File: src/rtl/acq_phase_sequencer.sv
// Purpose: sequences the enabled acquisition phases (scale, scan, noise, pulse, state_1ms) in fixed order.
// Latency: start rises 1 cycle after an accepted go; phases are separated by a 1-cycle gap; done follows the gap after the last phase.
// Backpressure: no ready handshake; go is dropped unless idle with a non-zero mask, abort wins over everything else.
//
// Ports:
//   clk_sys, rst_n              clock and synchronous active-low reset
//   go, abort                   single-cycle host requests
//   phase_mask, tick_div,
//   st1ms_len                   configuration, captured when go is accepted
//   state_over_n                active-low phase-complete from the phase multiplexer
//   start, time_up              one-hot phase select and shared tick towards the multiplexer
//   busy, done, phase_idx,
//   timeout_err                 status towards the host register block
//
// Optional build macro: SEQ_WATCHDOG_EN adds a per-phase tick watchdog (phases 0-3)
// that sets timeout_err and returns to IDLE. Without it timeout_err is tied low.

module acq_phase_sequencer #(
    parameter int DIV_W    = 16,
    parameter int LEN_W    = 16,
    parameter int WD_TICKS = 65535
) (
    input  logic             clk_sys,
    input  logic             rst_n,
    input  logic             go,
    input  logic             abort,
    input  logic [4:0]       phase_mask,
    input  logic [DIV_W-1:0] tick_div,
    input  logic [LEN_W-1:0] st1ms_len,
    input  logic             state_over_n,
    output logic [4:0]       start,
    output logic             time_up,
    output logic             busy,
    output logic             done,
    output logic [2:0]       phase_idx,
    output logic             timeout_err
);

    typedef enum logic [1:0] {
        S_IDLE,
        S_RUN,
        S_GAP,
        S_FIN
    } state_t;

    // The tick counter serves both the phase-4 length and the watchdog, so it
    // must be wide enough for whichever limit is larger.
    localparam int WD_W  = $clog2(WD_TICKS + 1);
    localparam int CNT_W = (LEN_W > WD_W) ? LEN_W : WD_W;

    state_t           state_q, state_d;
    logic [4:0]       mask_q, mask_d;
    logic [DIV_W-1:0] div_q, div_d;
    logic [DIV_W-1:0] presc_q, presc_d;
    logic [LEN_W-1:0] len_q, len_d;
    logic [CNT_W-1:0] tick_cnt_q, tick_cnt_d;
    logic [1:0]       blank_q, blank_d;
    logic [2:0]       idx_q, idx_d;
    logic [4:0]       start_q, start_d;
    logic             busy_q, busy_d;
    logic             time_up_q, time_up_d;
    logic             done_q, done_d;

    logic             enter;
    logic [3:0]       pick;
    logic [CNT_W:0]   ticks_after;
    logic [LEN_W-1:0] len_eff;
    logic             phase_end;

`ifdef SEQ_WATCHDOG_EN
    logic             terr_q, terr_d;
    logic             wd_hit;
`endif

    // Lowest enabled phase strictly above 'after' (or from phase 0 when
    // from_start is set). Returns {found, index}.
    function automatic logic [3:0] pick_phase(input logic [4:0] m,
                                              input logic [2:0] after,
                                              input logic       from_start);
        logic [3:0] r;
        r = 4'd0;
        for (int i = 4; i >= 0; i--) begin
            if (m[i] && (from_start || (i > int'(after)))) begin
                r = {1'b1, 3'(i)};
            end
        end
        return r;
    endfunction

    always_comb begin
        state_d    = state_q;
        mask_d     = mask_q;
        div_d      = div_q;
        len_d      = len_q;
        presc_d    = presc_q;
        tick_cnt_d = tick_cnt_q;
        blank_d    = blank_q;
        idx_d      = idx_q;
        start_d    = start_q;
        busy_d     = busy_q;
        time_up_d  = 1'b0;
        done_d     = 1'b0;
        enter      = 1'b0;
        pick       = 4'd0;
`ifdef SEQ_WATCHDOG_EN
        terr_d     = terr_q;
`endif

        // time_up_q is the tick visible this cycle; ticks_after counts it too.
        ticks_after = {1'b0, tick_cnt_q} + (CNT_W + 1)'(1);
        len_eff     = (len_q == '0) ? LEN_W'(1) : len_q;

        // Phase 4 is purely time based; phases 0-3 wait for the multiplexer,
        // ignoring the first two cycles while its registered status catches up.
        if (idx_q == 3'd4) begin
            phase_end = time_up_q && (ticks_after >= (CNT_W + 1)'(len_eff));
        end else begin
            phase_end = (blank_q == 2'd2) && !state_over_n;
        end
`ifdef SEQ_WATCHDOG_EN
        wd_hit = (idx_q != 3'd4) && time_up_q &&
                 (ticks_after >= (CNT_W + 1)'(WD_TICKS));
`endif

        case (state_q)
            S_IDLE: begin
                if (go && (phase_mask != 5'd0)) begin
                    mask_d = phase_mask;
                    div_d  = tick_div;
                    len_d  = st1ms_len;
                    pick   = pick_phase(phase_mask, 3'd7, 1'b1);
                    enter  = 1'b1;
`ifdef SEQ_WATCHDOG_EN
                    terr_d = 1'b0;
`endif
                end
            end

            S_RUN: begin
                if (presc_q == div_q) begin
                    presc_d   = '0;
                    time_up_d = 1'b1;
                end else begin
                    presc_d = presc_q + DIV_W'(1);
                end
                if (time_up_q) begin
                    tick_cnt_d = ticks_after[CNT_W-1:0];
                end
                if (blank_q != 2'd2) begin
                    blank_d = blank_q + 2'd1;
                end

                if (phase_end) begin
                    state_d   = S_GAP;
                    start_d   = 5'd0;
                    time_up_d = 1'b0;
                end
`ifdef SEQ_WATCHDOG_EN
                else if (wd_hit) begin
                    state_d   = S_IDLE;
                    start_d   = 5'd0;
                    time_up_d = 1'b0;
                    busy_d    = 1'b0;
                    idx_d     = 3'd7;
                    terr_d    = 1'b1;
                end
`endif
            end

            S_GAP: begin
                pick = pick_phase(mask_q, idx_q, 1'b0);
                if (pick[3]) begin
                    enter = 1'b1;
                end else begin
                    state_d = S_FIN;
                    done_d  = 1'b1;
                    busy_d  = 1'b0;
                    idx_d   = 3'd7;
                end
            end

            S_FIN: begin
                state_d = S_IDLE;
            end

            default: begin
                state_d = S_IDLE;
            end
        endcase

        // Phase entry: prescaler, tick and blanking counters restart.
        if (enter) begin
            state_d    = S_RUN;
            idx_d      = pick[2:0];
            start_d    = 5'b00001 << pick[2:0];
            busy_d     = 1'b1;
            presc_d    = '0;
            tick_cnt_d = '0;
            blank_d    = 2'd0;
            time_up_d  = 1'b0;
        end

        // Abort overrides any phase end, gap decision or watchdog hit.
        if (abort && (state_q != S_IDLE)) begin
            state_d   = S_IDLE;
            start_d   = 5'd0;
            time_up_d = 1'b0;
            busy_d    = 1'b0;
            done_d    = 1'b0;
            idx_d     = 3'd7;
`ifdef SEQ_WATCHDOG_EN
            terr_d    = terr_q;
`endif
        end
    end

    always_ff @(posedge clk_sys) begin
        if (!rst_n) begin
            state_q    <= S_IDLE;
            mask_q     <= 5'd0;
            div_q      <= '0;
            len_q      <= '0;
            presc_q    <= '0;
            tick_cnt_q <= '0;
            blank_q    <= 2'd0;
            idx_q      <= 3'd7;
            start_q    <= 5'd0;
            busy_q     <= 1'b0;
            time_up_q  <= 1'b0;
            done_q     <= 1'b0;
`ifdef SEQ_WATCHDOG_EN
            terr_q     <= 1'b0;
`endif
        end else begin
            state_q    <= state_d;
            mask_q     <= mask_d;
            div_q      <= div_d;
            len_q      <= len_d;
            presc_q    <= presc_d;
            tick_cnt_q <= tick_cnt_d;
            blank_q    <= blank_d;
            idx_q      <= idx_d;
            start_q    <= start_d;
            busy_q     <= busy_d;
            time_up_q  <= time_up_d;
            done_q     <= done_d;
`ifdef SEQ_WATCHDOG_EN
            terr_q     <= terr_d;
`endif
        end
    end

    assign start     = start_q;
    assign time_up   = time_up_q;
    assign busy      = busy_q;
    assign done      = done_q;
    assign phase_idx = idx_q;
`ifdef SEQ_WATCHDOG_EN
    assign timeout_err = terr_q;
`else
    assign timeout_err = 1'b0;
`endif

endmodule

File: config.mk
export PLATFORM = sky130hd
export DESIGN_NAME = acq_phase_sequencer
export DESIGN_NICKNAME = d
export VERILOG_FILES = /design/src/rtl/acq_phase_sequencer.sv
export SDC_FILE = /design/constraint.sdc
export NUM_CORES = 1
export LEC_CHECK = 0
export CORE_MARGIN = 1.5
export CORE_UTILIZATION = 40
export CTS_BUF_LIST = sky130_fd_sc_hd__clkbuf_4 sky130_fd_sc_hd__clkbuf_8
export CTS_CLUSTER_DIAMETER = 50
export CTS_CLUSTER_SIZE = 40
export DETAILED_ROUTE_END_ITERATION = 16
export DONT_BUFFER_PORTS = 1
export GPL_ROUTABILITY_DRIVEN = 0
export GPL_TIMING_DRIVEN = 0
export PLACE_DENSITY = 0.56
export REMOVE_ABC_BUFFERS = 1
export SYNTH_ARGS = -nofsm -noshare
export SYNTH_HDL_FRONTEND = slang
export SYNTH_SLANG_ARGS = --single-unit
File: constraint.sdc
create_clock -name clk_sys -period 3.3 [get_ports clk_sys]
set_input_delay 0.33 -clock clk_sys [delete_from_list [all_inputs] [get_ports clk_sys]]
set_output_delay 0.33 -clock clk_sys [all_outputs]
set_load 0.005 [all_outputs]
# Word-level counts from Yosys, hierarchy flattened
# Index checks and enable logic that the tools add are counted.
dict set report classes {
  n_reduce_logical 30
  shifts 1
  mux 33
  n_eq_ne 12
  addsub 3
  magnitude_cmp 5
  bitwise 3
}
# cell count
set ops {}
lappend ops {{$mux 16} 2}
lappend ops {{$mux 3} 9}
lappend ops {{$mux 4} 5}
lappend ops {{$add 16x1->17 const B} 1}
lappend ops {{$ge 17x16->1} 1}
lappend ops {{$add 16x1->16 const B} 1}
lappend ops {{$eq 16x16->1} 1}
lappend ops {{$logic_not 16->1} 1}
lappend ops {{$mux 5} 3}
lappend ops {{$reduce_and 2->1} 5}
lappend ops {{$mux 1} 9}
lappend ops {{$logic_and 1x1->1} 8}
lappend ops {{$ne 2x2->1 const B} 4}
lappend ops {{$reduce_bool 2->1} 4}
lappend ops {{$eq 2x2->1 const B} 3}
lappend ops {{$gt 2x3->1 const A} 2}
lappend ops {{$ne 3x3->1 const B} 2}
lappend ops {{$pmux 2 s3} 1}
lappend ops {{$pmux 3 s2} 1}
lappend ops {{$reduce_and 3->1} 2}
lappend ops {{$reduce_or 3->1} 2}
lappend ops {{$reduce_bool 5->1} 1}
lappend ops {{$reduce_or 5->1} 1}
lappend ops {{$shl 1x3->5 const A} 1}
lappend ops {{13 further kinds} 17}
dict set report word_totals {
  wordCells 100
  reg_bits 84
  output_inout_bits 12
}

# Logic depth before layout (Yosys ltp)
# Gate-level depths: netlist of run 1.
dict set report logic_depth {
  ltp_word 11
  mapped_depth 13
}

# Least setup slack after synthesis of run 1
# Ideal clock, no wire load.
dict set report synth_path {
  path_kind {flip-flop to flip-flop}
  start {reg tick_cnt_q[0]}
  end {reg state_q[0]}
  required_ns 3.209
  path_buffers 0
  arrival_ns 3.056
  setup_slack_ns 0.152
  path_stages_with_launch 14
  cell_sequence {dfxtp_1 -> ha_1 -> nand3_1 -> nor3_1 -> nand2_1 -> nor3_1 -> xor2_1 -> ha_1 -> a21o_1 -> a21o_1 -> a211o_1 -> nor3_1 -> a211oi_1 -> a311oi_1}
}
dict set report synth_between {
  elab_chain_cells 6
}
# element line_no
set synth_rtl {}
lappend synth_rtl {{start: declaration} 56} ;# logic [CNT_W-1:0] tick_cnt_q, tick_cnt_d;
lappend synth_rtl {{start signal: assignment} 240} ;# tick_cnt_q <= tick_cnt_d;
lappend synth_rtl {{$add 16x1->17} 110} ;# ticks_after = {1'b0, tick_cnt_q} + (CNT_W + 1)'(1);
lappend synth_rtl {{via ticks_after[14]} 66} ;# logic [CNT_W:0] ticks_after;
lappend synth_rtl {{$ge 17x16->1} 116} ;# phase_end = time_up_q && (ticks_after >= (CNT_W + 1)'(len_eff));
lappend synth_rtl {{$logic_and 1x1->1} 116}
lappend synth_rtl {{$mux 1} 115} ;# if (idx_q == 3'd4) begin
lappend synth_rtl {{$ne 3x3->1 (no line)} n/a}
lappend synth_rtl {{$reduce_and 3->1 (no line)} n/a}
lappend synth_rtl {{end signal: assignment} 235} ;# state_q <= state_d;
lappend synth_rtl {{end: declaration} 51} ;# state_t state_q, state_d;
# The timed path passes the listed nets, and every way through them passes these cells.
# A chain may end at the register's enable or synchronous reset.

# Final worst setup path of run 1
dict set report layout_path {
  start {reg tick_cnt_q[2]}
  end {reg start_q[2] (netlist: start[2])}
}
dict set report layout_between {
  elab_chain_cells 6
}
# element line_no
set layout_rtl {}
lappend layout_rtl {{$add 16x1->17} 110}
lappend layout_rtl {{via ticks_after[7]} 66}
lappend layout_rtl {{$ge 17x16->1} 116}
lappend layout_rtl {{$logic_and 1x1->1} 116}
lappend layout_rtl {{$mux 1} 115}
lappend layout_rtl {{$reduce_bool 2->1 (no line)} n/a}
lappend layout_rtl {{$reduce_and 2->1 (no line)} n/a}
lappend layout_rtl {{end signal: assignment} 243} ;# start_q <= start_d;
lappend layout_rtl {{end: declaration} 59} ;# logic [4:0] start_q, start_d;
# The timed path passes the listed nets, and every way through them passes these cells.

==> run metrics, run 1 <==
top cells by area, synth dfxtp_1 37%, nand2_1 8.2%, xnor2_1 7.9%; Crit Reg-Reg Startpoint tick_cnt_q[2]; Syn Area/Cell 8.24 µm²; fin. max-slew vios 0; Routed WL per cell 14.4 µm; DP Area 4560 µm²; VDD IR max 0.311 mV; worst slew pin tran 0.920 ns; Final nets 608; fraction of registers with async set/reset 0%; CTS Buf Count 9; Tightest Hold Check Type input port to register; Main synth FF type dfxtp_1; worst path arrival time 3.36 ns; area of the multi-input gates 2740 µm²; sequential fraction of the synthesis area 37.3%; clock sink count 83; initial drt markers 142; WHS 0.0974 ns; YS warnings 0; Simple-Gate Fraction of Synth Area 23.6%; clock tree from TritonCTS yes; post-DP HPWL 7.12 mm; total gr overflow 0; Non-Filler Instances 687; drt drc 0; post-layout min period 3.13 ns; Synth area leader dfxtp_1; Clock Latency Late Sink 0.36 ns; Hold Violations, Final 0; Netlist Area Pre-Place 4460 µm²; Netlist cell types 56; count of hold buffers inserted by post-cts repair 0; MaxCap Viol Count 0; Initial Utilization 41.1%; Seq. cell area 1670 µm²; dpl cells 660; Crit. End Element register; Pleak 1.88 nW; status completed; Reg2Reg Depth 12; PwrDens 556 nW/µm²; CP required 3.53 ns; Routed Antenna Nets 0; initial antenna violation count 0; Port Buf Inserts 0; FF-to-FF End start[2]; clk_skew 0.00874 ns; Tcrit/Tclk final 94.9%; design area 4990 µm²; Seq cells post-synth 83; vias in the first global route 3461; H-tree levels 3; CTS Root Cell clkbuf_8; row count 38; DR vias 3556; largest net degree at the start of global routing 41; slew margin rel. 38.5%; Gate Count Post-Synth 541; Die W 109 µm; Worst-path clk slew 0.09 ns; total die area 11800 µm²; maximum clock rate 0.319 GHz; Die Y 109 µm; FF-to-FF setup slack 0.17 ns; complex-gate fraction of the synthesized area 15.9%; post-synthesis xor/xnor area fraction 12.0%; GR Util All Layers 18.1%; startpoint types register; Filler cells 1082; post-synth top area share 37.3%; CP startpoint tick_cnt_q[2]; num ports 54; Max clock buf depth 2; crit path kind register to register; Core Region 10800 µm²; largest family of logic cells by synthesized area simple AND/OR/NAND/NOR gates; worst-path maximum fanout 5; Initial DRT Pass Iterations 4; DR vias/cell 5.18; Critical Path Sink start[2]; Synth Area in Adders 6.73%; multiplexer share of the synthesized area 0.224%; share of cells above drive strength 1 10.8%; Post-synth EDFFs 0; n_diodes 0; Syn-to-layout area delta 12.0%; Detailed Route WL 9.89 mm; final setup violation count 0; first-pass GRT wire length 16.6 mm
[critical path, stage by stage, from the launching register on]
cell,delay (ns)
dfxtp_1,0.46
nand3_1,0.24
nor2_1,0.23
nand4_1,0.16
xnor2_1,0.19
ha_1,0.31
nand4_1,0.20
or3_1,0.42
a31oi_2,0.28
o211ai_1,0.12
o211ai_1,0.11
buf_4,0.17
a311oi_2,0.09
[cells in the final DEF, fill, tap and decap left out, types with 2 or more instances in the layout]
master	netlist	final
buf_4	1	11
nand4_1	13	13
a21o_1	7	7
a211oi_1	6	6
nand2b_1	7	7
nor3_1	8	5
clkbuf_8	0	9
ha_1	24	23
nor4_1	7	7
a21oi_2	2	2
bufinv_16	0	2
a21boi_0	36	36
o22ai_1	2	2
nor3_4	0	3
xor2_1	21	21
dfxtp_1	83	77
nand2_1	98	97
nor2_1	50	49
a41o_1	2	2
and3_1	7	7
dfxtp_4	0	2
dfxtp_2	0	4
nand3_1	16	13
o21a_1	3	3
or3b_1	2	2
and4_1	2	2
o211ai_1	3	3
inv_6	0	3
a21oi_1	16	15
nor2b_1	4	4
inv_1	27	27
nand3_2	0	2
o21ai_0	6	6
nand2_2	1	2
xnor2_1	40	40
[per-layer routing]
layer | part of all wire, % | global-route usage [%]
met1 | 46 | 23.1
met2 | 49 | 30.1
met3 | 4.2 | 4.46
met4 | 1.2 | 5.64
met5 | 0 | 0
[state kept, by name (all words and copies together), names as in the netlist]
| name | cells |
|---|---|
| busy | 1 |
| phase_idx | 3 |
| tick_cnt_q | 16 |
| mask_q | 4 |
| done | 1 |
| time_up | 1 |
| len_q | 16 |
| presc_q | 16 |
| blank_q | 2 |
| start | 5 |
| div_q | 16 |
| state_q | 2 |
[report_power, final]
part           internal, W  switching [W]  leakage [nW]
Combinational     0.000282       0.000449          1.09
Clock             0.000433       0.000395         0.111
Sequential         0.00111       0.000108         0.679
Total              0.00183       0.000952          1.88
[synthesized netlist by cell type (8+ instances only)]
| cell | count |
|---|---|
| dfxtp_1 | 83 |
| nand3_1 | 16 |
| inv_1 | 27 |
| nor3_1 | 8 |
| xnor2_1 | 40 |
| nand2_1 | 98 |
| a21boi_0 | 36 |
| nand4_1 | 13 |
| a21oi_1 | 16 |
| ha_1 | 24 |
| xor2_1 | 21 |
| clkbuf_1 | 13 |
| nor2_1 | 50 |
[cell families (layout without fill, tap and decap cells)]
group,count (synthesis),in the layout
buffers and inverters,48,54
AND/OR/NAND/NOR,226,226
multiplexers,1,1
adder cells (fa/ha/maj),24,24
XOR/XNOR,61,61
AO/OA/AOI/OAI,97,97
other,1,1
flip-flops,83,83
[through the flow]
step | setup TNS, ns | power [W] | utilization (%) | worst slack (ns)
4_1_cts | 0 | 0.00280 | 45.0 | 0.00000977
2_1_floorplan | 0 | 0.00176 | - | 0.156
5_1_grt | -0.0740 | 0.00298 | 46.1 | -0.0339
3_3_place_gp | -2.26 | 0.00193 | 42.0 | -0.323
3_5_place_dp | -2.90 | 0.00195 | 42.0 | -0.413
6_report | 0 | 0.00278 | 46.1 | 0.169
[worst min path at each step]
| stage | from | to | cells after the start |
|---|---|---|---|
| floorplan | len_q[0] | len_q[0] | 2 |
| global placement | len_q[0] | len_q[0] | 2 |
| detailed placement | len_q[0] | len_q[0] | 2 |
| CTS | tick_div[1] | div_q[1] | 2 |
| global route | rst_n | div_q[1] | 1 |
| finish | tick_div[1] | div_q[1] | 2 |
[final cells by class]
class / instances / share of cell area (%)
Multi-Input combinational cell: 410 / 54.8
Inverter: 27 / 2.03
Sequential cell: 83 / 33.5
Clock buffer: 9 / 2.48
Timing Repair Buffer: 11 / 1.65
Clock inverter: 7 / 1.98
Tap cell: 140 / 3.51
[repair_timing]
action                     in CTS  in global routing
resized for setup              15                 14
buffers inserted                4                  7
hold endpoints to repair        0                  0
cloned                          0                  0
setup endpoints to repair       8                  8
pin swaps                       3                  6
No activity file was read; power rests on OpenSTA's default activity.
==> run 2, diff against run 1 <==
--- a/config.mk
+++ b/config.mk
@@ -16,3 +16,3 @@
 export GPL_TIMING_DRIVEN = 0
-export PLACE_DENSITY = 0.56
+export PLACE_DENSITY = 0.54
 export REMOVE_ABC_BUFFERS = 1
==> constraint.sdc (replaced) <==
create_clock -name clk_sys -period 3.35 [get_ports clk_sys]
set_input_delay 0.335 -clock clk_sys [delete_from_list [all_inputs] [get_ports clk_sys]]
set_output_delay 0.335 -clock clk_sys [all_outputs]
set_load 0.1 [all_outputs]
==> run 2 against run 1 <==
Effect of this change: utilization decreased by 0.62 points; cell count is 1.2% lower; count of clock-buffer cells in the layout grew 1; largest power group unchanged; first-iteration DRC count increased by 31%; critical path depth stayed put; register-to-register slack improved by 0.04 ns; wire length increased by 0.30%; design area is 1.4% lower; hold slack improved by 0.0028 ns.
==> run metrics, run 2 (synthesis gave the netlist of run 1 again) <==
Seq. cell area 1670 µm² (about the same); DR vias/cell 5.15 (was 5.18); Pleak 1.83 nW (was 1.88 nW); total die area 11800 µm² (unchanged); Worst-path clk slew 0.09 ns (about the same); dpl cells 660 (unchanged); CP startpoint tick_cnt_q[2] (unchanged); Tcrit/Tclk final 93.7% (was 94.9%); Routed Antenna Nets 0 (unchanged); Filler cells 1076 (was 1082); DR vias 3500 (was 3556); clock tree from TritonCTS yes (unchanged); Core Region 10800 µm² (unchanged); largest net degree at the start of global routing 41 (unchanged); Syn-to-layout area delta 10.5% (was 12.0%); first-pass GRT wire length 16.1 mm (was 16.6 mm); CTS Buf Count 9 (unchanged); row count 38 (unchanged); Die Y 109 µm (unchanged); CTS Root Cell clkbuf_8 (unchanged); clock sink count 83 (unchanged); MaxCap Viol Count 0 (unchanged); GR Util All Layers 17.7% (was 18.1%); count of hold buffers inserted by post-cts repair 0 (unchanged); final setup violation count 0 (unchanged); Routed WL per cell 14.6 µm (was 14.4 µm); most frequent cells in the layout 98 x nand2_1, 78 x dfxtp_1, 50 x nor2_1 (was 97 x nand2_1, 77 x dfxtp_1, 49 x nor2_1); crit path kind register to register (unchanged); Crit Reg-Reg Startpoint tick_cnt_q[2] (unchanged); Hold Violations, Final 0 (unchanged); num ports 54 (unchanged); CP required 3.63 ns (was 3.53 ns); worst path arrival time 3.42 ns (was 3.36 ns); VDD IR max 0.397 mV (was 0.311 mV); status completed (unchanged); worst-path maximum fanout 6 (was 5); Crit. End Element register (unchanged); n_diodes 0 (unchanged); vias in the first global route 3432 (was 3461); total gr overflow 0 (unchanged); fin. max-slew vios 0 (unchanged); Non-Filler Instances 679 (was 687); slew margin rel. 21.2% (was 38.5%); worst slew pin tran 1.18 ns (was 0.920 ns); maximum clock rate 0.318 GHz (was 0.319 GHz); area of the multi-input gates 2710 µm² (was 2740 µm²); initial drt markers 186 (was 142); clk_skew 0.00886 ns (was 0.00874 ns); Clock Latency Late Sink 0.37 ns (was 0.36 ns); min-delay src tick_div[6] (was tick_div[1]); Port Buf Inserts 0 (unchanged); drt drc 0 (unchanged); share of cells above drive strength 1 8.72% (was 10.8%); Initial DRT Pass Iterations 4 (unchanged); Die W 109 µm (unchanged); post-DP HPWL 7.05 mm (was 7.12 mm); Max clock buf depth 2 (unchanged); H-tree levels 3 (unchanged); PwrDens 606 nW/µm² (was 556 nW/µm²); commonest non-fill, non-tap cell in the layout nand2_1 (unchanged); initial antenna violation count 0 (unchanged); Detailed Route WL 9.92 mm (was 9.89 mm); Tightest Hold Check Type input port to register (unchanged); WHS 0.100 ns (was 0.0974 ns); Initial Utilization 41.1% (unchanged); post-layout min period 3.14 ns (was 3.13 ns); Final nets 600 (was 608); Sum Neg Setup Slack 0 ns (unchanged); startpoint types register (unchanged)
## run 2: stage by stage
step / worst slack, ns / utilization [%] / power, W / instance area, µm²
floorplan: 0.206 / - / 0.00189 / 4370
global placement: -0.276 / 42.0 / 0.00207 / 4550
detailed placement: -0.294 / 42.0 / 0.00209 / 4560
CTS: 0.0268 / 45.0 / 0.00300 / 4870
global route: -0.0157 / 45.5 / 0.00316 / 4930
finish: 0.210 / 45.5 / 0.00299 / 4930
## run 2: layout make-up
cell class,instances,area share (%)
Clock inverter,6,2.26
Inverter,27,2.06
Multi-Input combinational cell,410,55.0
Timing Repair Buffer,3,0.457
Sequential cell,83,33.8
Tap cell,140,3.56
Clock buffer,10,2.79
## run 2: path summary, 6_finish.rpt
check	slack, ns	depth (start not counted)	endpoint
worst max-delay path	0.21	12	state_q[0]
worst min-delay path	0.10	2	div_q[6]
worst max register to register	0.21	12	state_q[0]
worst min register to register	0.48	2	div_q[9]
## run 2: where the power goes
part           internal (W)  switching [W]
Clock              0.000517       0.000390
Combinational      0.000269       0.000449
Sequential          0.00110       0.000264
Total               0.00188        0.00110
## run 2: critical path: stages, from the launching register on
cell and delay (ns):
dfxtp_2 0.41, nand3_2 0.16, nor4_4 0.34, nand3_2 0.20, nor2_1 0.17, xor2_1 0.09
ha_1 0.31, nand3_2 0.13, or2_2 0.37, a31oi_1 0.30, nor3_2 0.13, a21o_1 0.20
a311oi_1 0.26
## run 2: repair_timing
item,in CTS,in global routing
resized for setup,11,9
pin swaps,1,2
endpoints found under the setup margin,8,7
setup buffers,2,1
## run 2: routing by layer
metal	global-route usage, %	up-vias	share of wire, %
met4	4.79	0	1.1
met3	5.49	8	3.5
met2	29.7	33	48
met1	21.9	1632	47
met5	0	-	0
li1	-	1827	-
